[src/rtl/adc_sample_scheduler.sv]
// adc_sample_scheduler: programmable clk divider producing a sampling tick that paces one ADC frame.
// Latency: o_tick 1 cycle after counter wrap; o_adc_start 1 cycle after o_tick; o_frame_done 1 cycle after last done.
// Backpressure: WAIT holds for i_adc_done indefinitely; ticks landing in a running frame are dropped and flagged sticky.
//
// Ports:
//   clk, rst         rising-edge clock, synchronous active-high reset
//   i_enable         1 = counter runs and ticks are generated; 0 = counter held at 0
//   i_period         requested period in clk cycles (values below 2 are clamped to 2)
//   i_period_load    strobe capturing i_period into the shadow register
//   i_adc_done       ADC interface pulse: current channel converted
//   i_ovr_clr        clears o_overrun (a coincident overrun set takes priority)
//   o_tick           one-cycle sampling tick
//   o_adc_start      one-cycle conversion request for channel o_adc_ch
//   o_adc_ch         channel index, held until the matching done
//   o_frame_done     one-cycle pulse after the last channel's done
//   o_busy           frame in progress
//   o_overrun        sticky: a tick arrived while a frame was running
module adc_sample_scheduler #(
  parameter int                    NB_COUNTER    = 11,
  parameter logic [NB_COUNTER-1:0] COUNT_LIM_DEF = 11'd900,
  parameter int                    N_CH          = 3,
  parameter int                    NB_CH         = 2
) (
  input  logic                  clk,
  input  logic                  rst,
  input  logic                  i_enable,
  input  logic [NB_COUNTER-1:0] i_period,
  input  logic                  i_period_load,
  input  logic                  i_adc_done,
  input  logic                  i_ovr_clr,
  output logic                  o_tick,
  output logic                  o_adc_start,
  output logic [NB_CH-1:0]      o_adc_ch,
  output logic                  o_frame_done,
  output logic                  o_busy,
  output logic                  o_overrun
);

  localparam logic [NB_COUNTER-1:0] CNT_ONE    = NB_COUNTER'(1);
  localparam logic [NB_COUNTER-1:0] PERIOD_MIN = NB_COUNTER'(2);
  localparam logic [NB_CH-1:0]      CH_ONE     = NB_CH'(1);
  localparam logic [NB_CH-1:0]      LAST_CH    = NB_CH'(N_CH - 1);

  typedef enum logic [1:0] {
    IDLE  = 2'd0,
    START = 2'd1,
    WAIT  = 2'd2
  } state_t;

  // ---------------------------------------------------------------------------
  // Period registers and tick counter
  // ---------------------------------------------------------------------------
  logic [NB_COUNTER-1:0] counter;
  logic [NB_COUNTER-1:0] active_period;
  logic [NB_COUNTER-1:0] shadow_period;
  logic [NB_COUNTER-1:0] period_req;
  logic                  shadow_vld;
  logic                  wrap;
  logic                  xfer;

  // A period of 1 would make the counter compare against 0 forever; 2 is the floor.
  assign period_req = (i_period < PERIOD_MIN) ? PERIOD_MIN : i_period;

  assign wrap = i_enable && (counter == (active_period - CNT_ONE));

  // The shadow only moves into the active period on a wrap so the running interval
  // is never cut short; with the counter stopped there is no wrap to wait for.
  assign xfer = shadow_vld && (wrap || !i_enable);

  always_ff @(posedge clk) begin
    if (rst) begin
      counter <= '0;
      o_tick  <= 1'b0;
    end else if (wrap) begin
      counter <= '0;
      o_tick  <= 1'b1;
    end else if (i_enable) begin
      counter <= counter + CNT_ONE;
      o_tick  <= 1'b0;
    end else begin
      counter <= '0;
      o_tick  <= 1'b0;
    end
  end

  always_ff @(posedge clk) begin
    if (rst) begin
      active_period <= COUNT_LIM_DEF;
      shadow_period <= '0;
      shadow_vld    <= 1'b0;
    end else begin
      if (xfer) begin
        active_period <= shadow_period;
      end
      // A load in the same cycle as a transfer stays pending for the next one.
      if (i_period_load) begin
        shadow_period <= period_req;
        shadow_vld    <= 1'b1;
      end else if (xfer) begin
        shadow_vld    <= 1'b0;
      end
    end
  end

  // ---------------------------------------------------------------------------
  // Frame sequencer
  // ---------------------------------------------------------------------------
  state_t           state;
  state_t           state_nxt;
  logic [NB_CH-1:0] channel;
  logic             last_done;

  assign last_done = (state == WAIT) && i_adc_done && (channel == LAST_CH);

  always_ff @(posedge clk) begin
    if (rst) begin
      state <= IDLE;
    end else begin
      state <= state_nxt;
    end
  end

  always_comb begin
    state_nxt = state;
    unique case (state)
      IDLE:    if (o_tick) state_nxt = START;
      START:   state_nxt = WAIT;
      WAIT: begin
        if (i_adc_done) begin
          state_nxt = (channel == LAST_CH) ? IDLE : START;
        end
      end
      default: state_nxt = IDLE;
    endcase
  end

  always_comb begin
    o_adc_start = (state == START);
    o_busy      = (state != IDLE);
    o_adc_ch    = channel;
  end

  // Channel index is held through WAIT so the ADC side sees a stable index
  // until it answers; it is only rewound when a new frame is launched.
  always_ff @(posedge clk) begin
    if (rst) begin
      channel <= '0;
    end else if ((state == IDLE) && o_tick) begin
      channel <= '0;
    end else if ((state == WAIT) && i_adc_done && (channel != LAST_CH)) begin
      channel <= channel + CH_ONE;
    end
  end

  always_ff @(posedge clk) begin
    if (rst) begin
      o_frame_done <= 1'b0;
    end else begin
      o_frame_done <= last_done;
    end
  end

  // The state register is still WAIT in the cycle of the final done, so a tick
  // coinciding with it is treated as colliding with the frame.
  always_ff @(posedge clk) begin
    if (rst) begin
      o_overrun <= 1'b0;
    end else if (o_tick && (state != IDLE)) begin
      o_overrun <= 1'b1;
    end else if (i_ovr_clr) begin
      o_overrun <= 1'b0;
    end
  end

endmodule

[config.mk]
export PLATFORM = sky130hd
export DESIGN_NAME = adc_sample_scheduler
export DESIGN_NICKNAME = d
export VERILOG_FILES = /design/src/rtl/adc_sample_scheduler.sv
export SDC_FILE = /design/constraint.sdc
export NUM_CORES = 1
export LEC_CHECK = 0
export BUFFER_PORTS_ARGS = -buffer_cell sky130_fd_sc_hd__buf_2
export CAP_MARGIN = 20
export CORE_MARGIN = 4
export CORE_UTILIZATION = 40
export DETAILED_ROUTE_END_ITERATION = 8
export MAX_ROUTING_LAYER = met4
export PLACE_DENSITY = 0.63
export SLEW_MARGIN = 25
export SYNTH_ARGS = -nofsm -noshare
export SYNTH_HDL_FRONTEND = slang
export SYNTH_SLANG_ARGS = --single-unit
[constraint.sdc]
create_clock -name clk -period 5 [get_ports clk]
set_input_delay 1 -clock clk [delete_from_list [all_inputs] [get_ports clk]]
set_output_delay 1 -clock clk [all_outputs]
set_load 0.01 [all_outputs]
==> flow_summary.yaml <==
setup_path:
  arrival_ns: 3.05
  path_max_fanout: 11
  crit_path_end_kind: "register"
  critPathLaunchType: "register"
  required_ns: 5.23
  crit_type: "reg2reg"
sta:
  rsz0062_at_grt: "false"
  fin_crit_sh_pct: 56.5
  hold_violations: 0
  period_minus_slack_ns: 2.83
  worst_slack_ns: 2.17
  fmax_mhz: 354
  hold_ws_ns: 0.470
  drv_slew: 0
  fin_skew_ns: 0.00696
  setup_viol: 0
  worst_slew_pin_slew_ns: 0.784
  setup_tns_ns: 0
  relSlewSlack_pct: 47.7
route:
  maxUsedRoutingLayer: "met4"
  remaining_drc_errors: 0
  num_vias: 1624
  vias_per_cell: 4.94
  detail_route.iter0.violations: 83
  routed-wl-met3_um: 129
  met2WireLength_mm: 1.66
  dr.pass1.iters: 4
  met1Wirelength_mm: 2.09
  ant_nets: 0
  routed_wl_mm: 3.92
  wl_per_cell_um: 11.9
synth:
  synth-edff-count: 0
  synth_seq_cells: 41
  ys_warn_count: 0
  netlist_top_cells_count: "nor2_1 (44), dfxtp_1 (41), mux2i_1 (21)"
  post-synth-top-count-cell: "nor2_1"
  synthFlopType: "dfxtp_1"
  synthCells: 239
  synth.distinct_cells: 45
  synth.top_cell.area_share_pct: 39.3
  syn_area_per_cell_um2: 8.73
  synth_area_leaders: "dfxtp_1 (39%), mux2i_1 (10%), nor2_1 (7.9%)"
  yosysSeqAreaShare_pct: 39.3
  synth_nets: 259
  synth_top_area_cell: "dfxtp_1"
  syn_area_um2: 2090
  synthArstFlopShare_pct: 0
global_routing:
  antenna_found_initial: 0
  grtUsageTotal_pct: 13.7
  grt_pass1_wl_mm: 6.83
  grt_max_degree: 43
  grt_pass1_vias: 1495
  grt_overflow: 0
die:
  fp.coreArea_um2: 5070
  die_h_um: 80.2
  start_util_pct: 41.1
  die_area_um2: 6440
  io_pins: 24
  rows: 26
  die_w_um: 80.2
place:
  place_area_um2: 2230
  numPortBuffers: 23
  gp_congestion: 0.889
  dp_slack_ns: 2.18
  hpwl_mm: 2.77
power_and_ir_drop:
  leakage_nw: 0.896
  p_per_area_nw_per_um2: 287
  ir_drop_mv: 0.150
clock_tree:
  cts_hold_buf: 0
  numCtsBuffers: 5
  cts.clk_slew.worst_paths_ns: 0.08
  htreeDepth: 2
  cts_resized: 0
  post_cts_buffers: 0
  clock_latency_ns: 0.29
  cts-root-buf: "clkbuf_8"
  cts_buffer_depth: 2
  cts_tree: "done"
  clock-sinks: 41
final_layout:
  multiInputGateArea_um2: 1170
  seq_area_um2: 821
  syn2layout_area_growth_pct: 12.4
  diodes: 0
  final_nets: 278
  final_layout_size_suffix_gt1_share_pct: 14.3
  fillerInstances: 511
  final_area_um2: 2350
worst_hold_path:
  hold_path_class: "reg2reg"
job:
  max_cap_viol_count: 0
outcome:
  status: "finished, final reports clean"
-- routing by layer --
metal / vias to the layer above / global-route usage (%)
met5: - / -
met4: 0 / 4.56
met3: 5 / 3.36
met2: 26 / 20.6
met1: 734 / 18.0
li1: 859 / -
-- stage by stage --
stage / util (%) / power (W) / instances
after floorplan: - / 0.000400 / 239
after global placement: 44.0 / 0.000415 / 321
after detailed placement: 44.0 / 0.000416 / 321
after CTS: 46.2 / 0.000684 / 329
after global routing: 46.2 / 0.000704 / 329
final: 46.2 / 0.000673 / 329
-- report_power, final --
| part | internal, W | switching, W |
|---|---|---|
| registers | 0.000336 | 0.00000980 |
| clock network | 0.000150 | 0.000115 |
| logic | 0.0000290 | 0.0000327 |
| total | 0.000515 | 0.000158 |
-- final timing paths --
| path | start | to | slack (ns) | cells after the start |
|---|---|---|---|---|
| max | active_period[0] | active_period[4] | 2.17 | 9 |
| min | shadow_period[0] | shadow_period[0] | 0.47 | 2 |
| max reg2reg | active_period[0] | active_period[4] | 2.17 | 9 |
| min reg2reg | shadow_period[0] | shadow_period[0] | 0.47 | 2 |
-- critical path, stage by stage, from the launching register on --
cell and delay (ns):
dfxtp_1 0.38, inv_1 0.08, ha_1 0.27, or3b_1 0.41
nor4_1 0.27, nand2_1 0.08, a32oi_1 0.22, nand4_2 0.16
a21oi_2 0.64, mux2i_1 0.25
-- kinds of logic (layout without fill, tap and decap cells) --
| group | count (synthesis) | in the layout | share of synthesized area [%] |
|---|---|---|---|
| AO/OA/AOI/OAI | 30 | 30 | 9.77 |
| XOR/XNOR | 22 | 22 | 9.23 |
| adder cells (fa/ha/maj) | 3 | 3 | 1.80 |
| buffers and inverters | 22 | 42 | 4.62 |
| flip-flops | 41 | 41 | 39.3 |
| multiplexers | 21 | 21 | 10.1 |
| AND/OR/NAND/NOR | 100 | 100 | 25.2 |
-- flip-flops by register name (all words and copies together) (netlist names) --
signal,count
counter,11
o_frame_done,1
active_period,11
state,2
o_adc_ch,2
shadow_vld,1
shadow_period,11
o_overrun,1
o_tick,1
-- layout by cell type, fill, tap and decap left out, types with 2 or more instances in the layout --
master	n
a21oi_1	8
a311oi_1	2
a31oi_1	2
a41oi_1	2
and2_1	2
and3_1	2
buf_2	23
clkbuf_8	5
dfxtp_1	41
ha_1	3
inv_1	11
mux2i_1	21
nand2_1	7
nand2b_1	14
nand3_1	7
nand4_1	4
nor2_1	44
nor2b_1	2
nor3_1	3
nor3b_1	2
nor4_1	5
o211ai_1	2
o21ai_0	3
o21ai_1	3
xnor2_1	11
xor2_1	11
-- area by class of cell --
type                            count  share of cell area, %
Clock inverter                      2                   1.65
Clock buffer                        6                   3.09
Multi-Input combinational cell    176                   49.9
Timing Repair Buffer               23                   4.91
Tap cell                           70                   3.73
Sequential cell                    41                   35.0
Inverter                           11                   1.76
Power figures use the tool's default switching activity.
